--- src/rtl/pc_ras_unit.sv ---
// -----------------------------------------------------------------------------
// pc_ras_unit
//
// Program counter with PC-relative branch, absolute jump, hold mode, and a
// circular hardware return-address stack (RAS) serving CALL/RET.
//
// NPC_OUT is the combinational next address, computed from the current PC,
// PCSEL, OFFSET/DIRECT and the stack top. PC_OUT is the registered current
// address. It loads NPC_OUT on a rising CLK edge when LD=1.
//
// Ports:
//   CLK      in   system clock, rising edge
//   RESET_N  in   asynchronous active-low reset
//   LD       in   update enable; 0 freezes PC and stack
//   PCSEL    in   next-PC mode: 0 INC, 1 REL, 2 ABS, 3 CALL, 4 RET, 5 HOLD,
//                 6/7 INC
//   OFFSET   in   signed branch displacement (REL only)
//   DIRECT   in   absolute target (ABS/CALL only)
//   CLR_ERR  in   synchronous clear of the sticky RAS error flags
//   PC_OUT   out  current PC (registered)
//   NPC_OUT  out  next PC (combinational)
//   RAS_CNT  out  number of valid stack entries
//   RAS_OVF  out  sticky: push onto full stack occurred
//   RAS_UNF  out  sticky: pop from empty stack occurred
// -----------------------------------------------------------------------------
module pc_ras_unit #(
    parameter int                 ADDR_W    = 16,
    parameter int                 RAS_DEPTH = 4,
    parameter logic [ADDR_W-1:0]  RESET_VEC = {ADDR_W{1'b0}}
) (
    input  logic                           CLK,
    input  logic                           RESET_N,
    input  logic                           LD,
    input  logic [2:0]                     PCSEL,
    input  logic [ADDR_W-1:0]              OFFSET,
    input  logic [ADDR_W-1:0]              DIRECT,
    input  logic                           CLR_ERR,
    output logic [ADDR_W-1:0]              PC_OUT,
    output logic [ADDR_W-1:0]              NPC_OUT,
    output logic [$clog2(RAS_DEPTH+1)-1:0] RAS_CNT,
    output logic                           RAS_OVF,
    output logic                           RAS_UNF
);

    localparam int PTR_W = $clog2(RAS_DEPTH);
    localparam int CNT_W = $clog2(RAS_DEPTH+1);
    localparam logic [CNT_W-1:0] DEPTH_C = CNT_W'(RAS_DEPTH);

    typedef enum logic [2:0] {
        SEL_INC  = 3'd0,
        SEL_REL  = 3'd1,
        SEL_ABS  = 3'd2,
        SEL_CALL = 3'd3,
        SEL_RET  = 3'd4,
        SEL_HOLD = 3'd5
    } pcsel_e;

    // Architectural state
    logic [ADDR_W-1:0] pc_q,  pc_d;
    logic [PTR_W-1:0]  sp_q,  sp_d;   // next free slot; top is sp_q-1
    logic [CNT_W-1:0]  cnt_q, cnt_d;
    logic              ovf_q, ovf_d;
    logic              unf_q, unf_d;
    logic [ADDR_W-1:0] stack_q [RAS_DEPTH];

    // Decode results
    logic [ADDR_W-1:0] inc_s;
    logic [ADDR_W-1:0] top_s;
    logic [ADDR_W-1:0] npc_s;
    logic              push_s;
    logic              pop_s;
    logic              unf_evt_s;
    logic              full_s;

    assign inc_s  = pc_q + ADDR_W'(1);
    assign top_s  = stack_q[sp_q - PTR_W'(1)];
    assign full_s = (cnt_q == DEPTH_C);

    // Next-PC decode and stack operation request
    always_comb begin
        npc_s     = inc_s;
        push_s    = 1'b0;
        pop_s     = 1'b0;
        unf_evt_s = 1'b0;
        case (PCSEL)
            SEL_INC:  npc_s = inc_s;
            SEL_REL:  npc_s = pc_q + OFFSET;
            SEL_ABS:  npc_s = DIRECT;
            SEL_CALL: begin
                npc_s  = DIRECT;
                push_s = 1'b1;
            end
            SEL_RET: begin
                if (cnt_q != {CNT_W{1'b0}}) begin
                    npc_s = top_s;
                    pop_s = 1'b1;
                end else begin
                    // Empty stack: fall through to the next sequential address
                    npc_s     = inc_s;
                    unf_evt_s = 1'b1;
                end
            end
            SEL_HOLD: npc_s = pc_q;
            default:  npc_s = inc_s;
        endcase
    end

    // Next-state for PC, stack pointer, entry count and sticky flags
    always_comb begin
        pc_d  = pc_q;
        sp_d  = sp_q;
        cnt_d = cnt_q;
        if (LD) begin
            pc_d = npc_s;
        end else begin
            pc_d = pc_q;
        end
        if (LD && push_s) begin
            // A full stack keeps its count; the oldest entry is overwritten
            sp_d = sp_q + PTR_W'(1);
            if (full_s) begin
                cnt_d = cnt_q;
            end else begin
                cnt_d = cnt_q + CNT_W'(1);
            end
        end else if (LD && pop_s) begin
            sp_d  = sp_q - PTR_W'(1);
            cnt_d = cnt_q - CNT_W'(1);
        end else begin
            sp_d  = sp_q;
            cnt_d = cnt_q;
        end
        // A new error event in the same cycle as CLR_ERR leaves the flag set
        ovf_d = (CLR_ERR ? 1'b0 : ovf_q) | (LD & push_s & full_s);
        unf_d = (CLR_ERR ? 1'b0 : unf_q) | (LD & unf_evt_s);
    end

    // State registers with asynchronous reset
    always_ff @(posedge CLK or negedge RESET_N) begin
        if (!RESET_N) begin
            pc_q  <= RESET_VEC;
            sp_q  <= {PTR_W{1'b0}};
            cnt_q <= {CNT_W{1'b0}};
            ovf_q <= 1'b0;
            unf_q <= 1'b0;
        end else begin
            pc_q  <= pc_d;
            sp_q  <= sp_d;
            cnt_q <= cnt_d;
            ovf_q <= ovf_d;
            unf_q <= unf_d;
        end
    end

    // Stack storage; entries are invalidated by the count, so no reset is needed
    always_ff @(posedge CLK) begin
        if (LD && push_s) begin
            stack_q[sp_q] <= inc_s;
        end
    end

    assign PC_OUT  = pc_q;
    assign NPC_OUT = npc_s;
    assign RAS_CNT = cnt_q;
    assign RAS_OVF = ovf_q;
    assign RAS_UNF = unf_q;

endmodule

--- config.mk ---
export PLATFORM = sky130hd
export DESIGN_NAME = pc_ras_unit
export DESIGN_NICKNAME = d
export VERILOG_FILES = /design/src/rtl/pc_ras_unit.sv
export SDC_FILE = /design/constraint.sdc
export NUM_CORES = 1
export LEC_CHECK = 0
export CAP_MARGIN = 20
export CORE_AREA = 2 2 97 99
export DETAILED_ROUTE_END_ITERATION = 10
export DIE_AREA = 0 0 99 101
export HOLD_SLACK_MARGIN = 0.06
export PLACE_DENSITY = 0.84
export SLEW_MARGIN = 0
export SYNTH_ARGS = -nofsm -noshare
export SYNTH_HDL_FRONTEND = slang
export SYNTH_SLANG_ARGS = --single-unit
--- constraint.sdc ---
create_clock -name CLK -period 6.45 [get_ports CLK]
set_clock_uncertainty 0.05 [all_clocks]
set_input_delay 0.645 -clock CLK [delete_from_list [all_inputs] [get_ports CLK]]
set_output_delay 0.645 -clock CLK [all_outputs]
set_load 0.1 [all_outputs]
==> qor.yml, run 1 <==
route:
  ant_nets: 0
  drtIter0Drc: 262
  vias: 3992
  drt-pass1-iter-count: 6
  via_per_inst: 6.47
  drcViolationCount: 0
  drt_wl_total_mm: 12.8
  wl_per_cell_um: 20.8
yosys:
  synthCells: 436
  synth_seq_cells: 87
  syn-num-nets: 497
  yosys_warnings: 0
  ys.flop_type: "edfxtp_1"
  syn_area_per_cell_um2: 11.7
  yosysUniqueCellTypes: 59
  ys_async_sr_fraction: 0.264
  synth_edf_count: 64
  ys_seq_area_frac: 0.488
  synth_area_um2: 5120
min_path:
  hp-class: "register to register"
cells_and_area:
  design_area_um2: 6110
  fillers: 630
  final_util: 0.681
  diodes: 0
  syn_to_final_growth_pct: 19.5
  drive_gt1_frac: 0.101
  nets: 562
worst_setup_path:
  crit_path_end_kind: "output pin"
  start_kind: "input port"
  cp.arrival_ps: 4400
  crit_required_ps: 5750
  path_class: "input port to output pin"
  worstPathMaxFanout: 26
cts:
  htree_levels: 3
  root_buffer: "clkbuf_8"
  cts_hold_buf: 0
  cts_sinks: 87
  cts.clk_slew.worst_paths_ps: 90
  insertion_delay_ps: 370
  cts_buffers: 9
  cts_resized: 0
  cts_buffer_depth: 2
  tritoncts: "built"
  postCtsSetupRepairBufs: 0
sta:
  tns_ps: 0
  slew_violations: 0
  tightest_slew_ps: 1000
  hold_slack_ps: 489
  grt_setup_unrepaired: "no"
  relSlewSlack: 0.329
  fmax_mhz: 196
  fin_ws_ps: 1350
  fin_crit_ps: 5100
  hold_viol: 0
  post-route-period-util: 0.790
  setup_viol: 0
floorplan:
  die_x_um: 99
  num_rows: 35
  io-pin-count: 76
  core_area_um2: 8980
  initial_core_util: 0.570
  die_h_um: 101
  dieArea_um2: 10000
grt:
  grt_start_max_net_pins: 31
  grt_pass1_wl_mm: 20.3
  track_usage: 0.264
  antenna_found_initial: 0
  grt_pass1_vias: 3843
  grt-ovfl-total: 0
place:
  placed_cell_area_um2: 5910
  gp_congestion: 0.918
  dp_slack_ps: 1460
  io_buffers: 75
  dp_hpwl_mm: 9.20
power:
  p_leak_nw: 2.22
  vdd_drop_max_uv: 287
  power_density_nw_per_um2: 483
job:
  maxCapViolCount: 0
run_status:
  outcome: "finished, final reports clean"
cells by family after synthesis:
group / count (synthesis) / synth area share
compound gates: 110 / 0.150
mux: 27 / 0.0941
flops: 87 / 0.488
simple gates: 126 / 0.131
fa+ha+maj: 22 / 0.0567
xor+xnor: 26 / 0.0445
buf+inv: 38 / 0.0357
critical path, stage by stage:
cell and delay [ps]:
clkdlybuf4s50_1 890, nor3b_1 590, and2_1 590, a221oi_1 190, a31oi_1 300, clkdlybuf4s50_1 1190
through the flow:
stage,power (mW),std cells
6_report,2.95,617
5_1_grt,3.08,617
4_1_cts,2.95,617
3_5_place_dp,2.55,601
3_3_place_gp,2.51,600
2_1_floorplan,2.14,436
Yosys cell counts (all sizes together) (9+ instances only):
| cell type | instances | area share |
|---|---|---|
| a21o | 10 | 0.015 |
| a21oi | 25 | 0.024 |
| a221o | 9 | 0.018 |
| and2 | 9 | 0.011 |
| buf | 15 | 0.019 |
| clkbuf | 10 | 0.0076 |
| dfrtp | 23 | 0.11 |
| edfxtp | 64 | 0.38 |
| ha | 20 | 0.049 |
| inv | 13 | 0.0095 |
| mux2 | 9 | 0.020 |
| mux4 | 16 | 0.070 |
| nand2 | 36 | 0.026 |
| nand3 | 12 | 0.012 |
| nor2 | 25 | 0.019 |
| o21ai | 17 | 0.017 |
| xnor2 | 16 | 0.027 |
| xor2 | 10 | 0.017 |
cell type report:
| type | count | area (µm²) | share of cell area |
|---|---|---|---|
| Timing Repair Buffer | 79 | 788 | 0.129 |
| Tap cell | 111 | 139 | 0.0227 |
| Clock buffer | 10 | 128 | 0.0209 |
| Inverter | 13 | 48.8 | 0.00798 |
| Multi-Input combinational cell | 311 | 2440 | 0.399 |
| Clock inverter | 6 | 76.3 | 0.0125 |
| Sequential cell | 87 | 2500 | 0.408 |
cell usage in the layout, fill, tap and decap left out, types with 10 or more instances in the layout:
cell,count
nand2_1,36
dfrtp_1,23
inv_1,12
ha_1,20
nand3_1,12
clkdlybuf4s50_1,75
xor2_1,10
nor2_1,24
a21o_1,10
o21ai_0,13
edfxtp_1,64
xnor2_1,16
mux4_2,16
a21oi_1,25
final timing paths:
path                                from         end  slack (ps)  cells after the start
worst max-delay path            PCSEL[1]  NPC_OUT[9]        1350                      6
worst min-delay path             RAS_OVF     RAS_OVF         490                      2
worst max register to register   sp_q[0]   PC_OUT[3]        3350                      7
worst min register to register   RAS_OVF     RAS_OVF         490                      2
max in group asynchronous        RESET_N   PC_OUT[0]        5210                      2
min in group asynchronous        RESET_N  PC_OUT[15]         620                      1
layer usage:
| metal | wire length [µm] | vias to the layer above | track usage |
|---|---|---|---|
| met4 | 400 | 0 | 0.0991 |
| met3 | 1160 | 39 | 0.0437 |
| met1 | 5120 | 1912 | 0.364 |
| met5 | 0 | - | 0 |
| met2 | 6140 | 218 | 0.426 |
| li1 | - | 1823 | - |
state kept, by name, indices dropped and copies added, names as in the netlist:
register and cells:
stack_q 64, PC_OUT 16, RAS_CNT 3, sp_q 2
RAS_OVF 1, RAS_UNF 1
power breakdown:
| group | leakage, nW | total [mW] | switching [mW] | internal [mW] |
|---|---|---|---|---|
| sequential | 0.849 | 0.846 | 0.124 | 0.722 |
| combinational | 1.27 | 1.71 | 1.18 | 0.532 |
| clock | 0.103 | 0.396 | 0.210 | 0.186 |
No activity file was read; power rests on OpenSTA's default activity.
==> run 2: changes to the inputs <==
CORE_AREA = 2 2 105 107   (was 2 2 97 99)
DIE_AREA = 0 0 107 109   (was 0 0 99 101)
PLACE_DENSITY = 0.76   (was 0.84)
clock period = 4.5 ns   (was 6.45 ns; I/O delays follow)
==> qor.yml, run 2 (synthesis results as in run 1) <==
route:
  vias: 3978  # was 3992
  ant_nets: 0  # unchanged
  wl_per_cell_um: 21.1  # was 20.8 µm
  drtIter0Drc: 274  # was 262
  drt_wl_total_mm: 13.7  # was 12.8 mm
  drcViolationCount: 0  # unchanged
  drt-pass1-iter-count: 5  # was 6
  via_per_inst: 6.14  # was 6.47
cts:
  cts_buffers: 9  # unchanged
  cts_hold_buf: 0  # unchanged
  root_buffer: "clkbuf_8"  # unchanged
  cts.clk_slew.worst_paths_ps: 100  # was 90 ps
  tritoncts: "built"  # unchanged
  postCtsSetupRepairBufs: 0  # unchanged
  cts_resized: 0  # unchanged
  cts_sinks: 87  # unchanged
  htree_levels: 3  # unchanged
  cts_buffer_depth: 2  # unchanged
  insertion_delay_ps: 370  # about the same
grt:
  grt_start_max_net_pins: 31  # unchanged
  grt_pass1_wl_mm: 21.3  # was 20.3 mm
  grt_pass1_vias: 3891  # was 3843
  grt-ovfl-total: 0  # unchanged
  antenna_found_initial: 0  # unchanged
  track_usage: 0.242  # was 0.264
cells_and_area:
  nets: 564  # was 562
  syn_to_final_growth_pct: 21.4  # was 19.5%
  final_common_cell: "edfxtp_1"  # was clkdlybuf4s50_1
  max_flop_register: "stack_q"  # unchanged
  largest_reg_flops: 64  # unchanged
  layout.cells.non_filler: 648  # was 617
  mostFrequentLayoutCells: "edfxtp_1, clkdlybuf4s50_1, nand2_1"  # was clkdlybuf4s50_1, edfxtp_1, nand2_1
  drive_gt1_frac: 0.140  # was 0.101
  diodes: 0  # unchanged
  fillers: 854  # was 630
place:
  gp_congestion: 0.935  # was 0.918
  dp_hpwl_mm: 10.0  # was 9.20 mm
  io_buffers: 75  # unchanged
  placed_cells: 632  # was 601
floorplan:
  dieArea_um2: 11700  # was 10000 µm²
  die_h_um: 109  # was 101 µm
  num_rows: 38  # was 35
  initial_core_util: 0.483  # was 0.570
  die_x_um: 107  # was 99 µm
  io-pin-count: 76  # unchanged
  core_area_um2: 10600  # was 8980 µm²
worst_setup_path:
  worst-r2r-setup-slack_ps: 1590  # was 3350 ps
  path_class: "register to output pin"  # was input port to output pin
  crit_required_ps: 4000  # was 5750 ps
  cp.arrival_ps: 3280  # was 4400 ps
  worstPathMaxFanout: 9  # was 26
  crit_path_end_kind: "output pin"  # unchanged
  r2r-start: "PC_OUT[0]"  # was sp_q[0]
  start_kind: "register"  # was input port
  regToRegEndpoint: "PC_OUT[12]"  # was PC_OUT[3]
  r2r_cells: 9  # was 7
power:
  vdd_drop_max_uv: 519  # was 287 µV
  power_density_nw_per_um2: 698  # was 483 nW/µm²
  p_leak_nw: 2.27  # was 2.22 nW
sta:
  hold_slack_ps: 392  # was 489 ps
  fin_crit_ps: 3780
  fmax_mhz: 265
  tns_ps: 0  # unchanged
  post-route-period-util: 0.839
  setup_viol: 0  # unchanged
  grt_setup_unrepaired: "no"  # unchanged
  tightest_slew_ps: 983  # was 1000 ps
  hold_viol: 0  # unchanged
  slew_violations: 0  # unchanged
  relSlewSlack: 0.343  # was 0.329
job:
  maxCapViolCount: 0  # unchanged
run_status:
  outcome: "finished, final reports clean"  # unchanged
min_path:
  hp-class: "input port to async pin"  # was register to register
## run 2: changes by cell type in the layout (fill, tap and decap cells not counted), sizes merged
| cell | before | now |
|---|---|---|
| buf | 4 | 22 |
| clkdlybuf4s50 | 75 | 59 |
| bufinv | 1 | 2 |
| clkbuf | 10 | 9 |
| clkinv | 2 | 1 |
| clkinvlp | 0 | 1 |
## run 2: worst max-delay path, stage by stage, from the launching register on
cell and delay [ps]:
dfrtp_1 560, ha_1 270, inv_1 70, fa_1 380
nand2b_1 200, a21oi_1 270, o2111ai_1 270, a311oi_1 390
nor3_1 110, a21oi_2 170, buf_12 200
## run 2: cell type report
cell class | count | area, µm² | share of cell area
Tap cell | 140 | 175 | 0.0282
Timing Repair Buffer | 81 | 818 | 0.132
Clock buffer | 9 | 124 | 0.0199
Inverter | 13 | 48.8 | 0.00786
Sequential cell | 87 | 2500 | 0.402
Multi-Input combinational cell | 311 | 2450 | 0.394
Clock inverter | 7 | 100 | 0.0161
## run 2: where the power goes
| part | switching, mW | internal [mW] |
|---|---|---|
| clock | 0.308 | 0.319 |
| combinational | 1.71 | 0.775 |
| sequential | 0.184 | 1.04 |
## run 2: metal layers
layer	share of wire	up-vias	global-route usage
li1	-	1821	-
met1	0.41	1935	0.333
met2	0.48	199	0.385
met3	0.077	23	0.0371
met4	0.028	0	0.102
met5	0	-	0
## run 2: worst max-delay path by stage
stage	from	endpoint	slack (ps)	depth (start not counted)
3_3_place_gp	OFFSET[1]	NPC_OUT[15]	830	9
4_1_cts	PC_OUT[0]	NPC_OUT[12]	690	10
2_1_floorplan	PC_OUT[1]	NPC_OUT[11]	70	7
3_5_place_dp	OFFSET[0]	NPC_OUT[12]	780	11
6_report	PC_OUT[0]	NPC_OUT[12]	720	10
5_1_grt	PC_OUT[1]	NPC_OUT[15]	460	8
## run 2: through the flow
step                area, µm²  utilization  setup slack, ps  total power, mW
floorplan                5130            -             66.4             3.07
detailed placement       5990        0.565              783             3.70
CTS                      6210        0.586              689             4.33
global route             6210        0.586              457             4.52
global placement         5990        0.565              831             3.67
finish                   6210        0.586              723             4.33
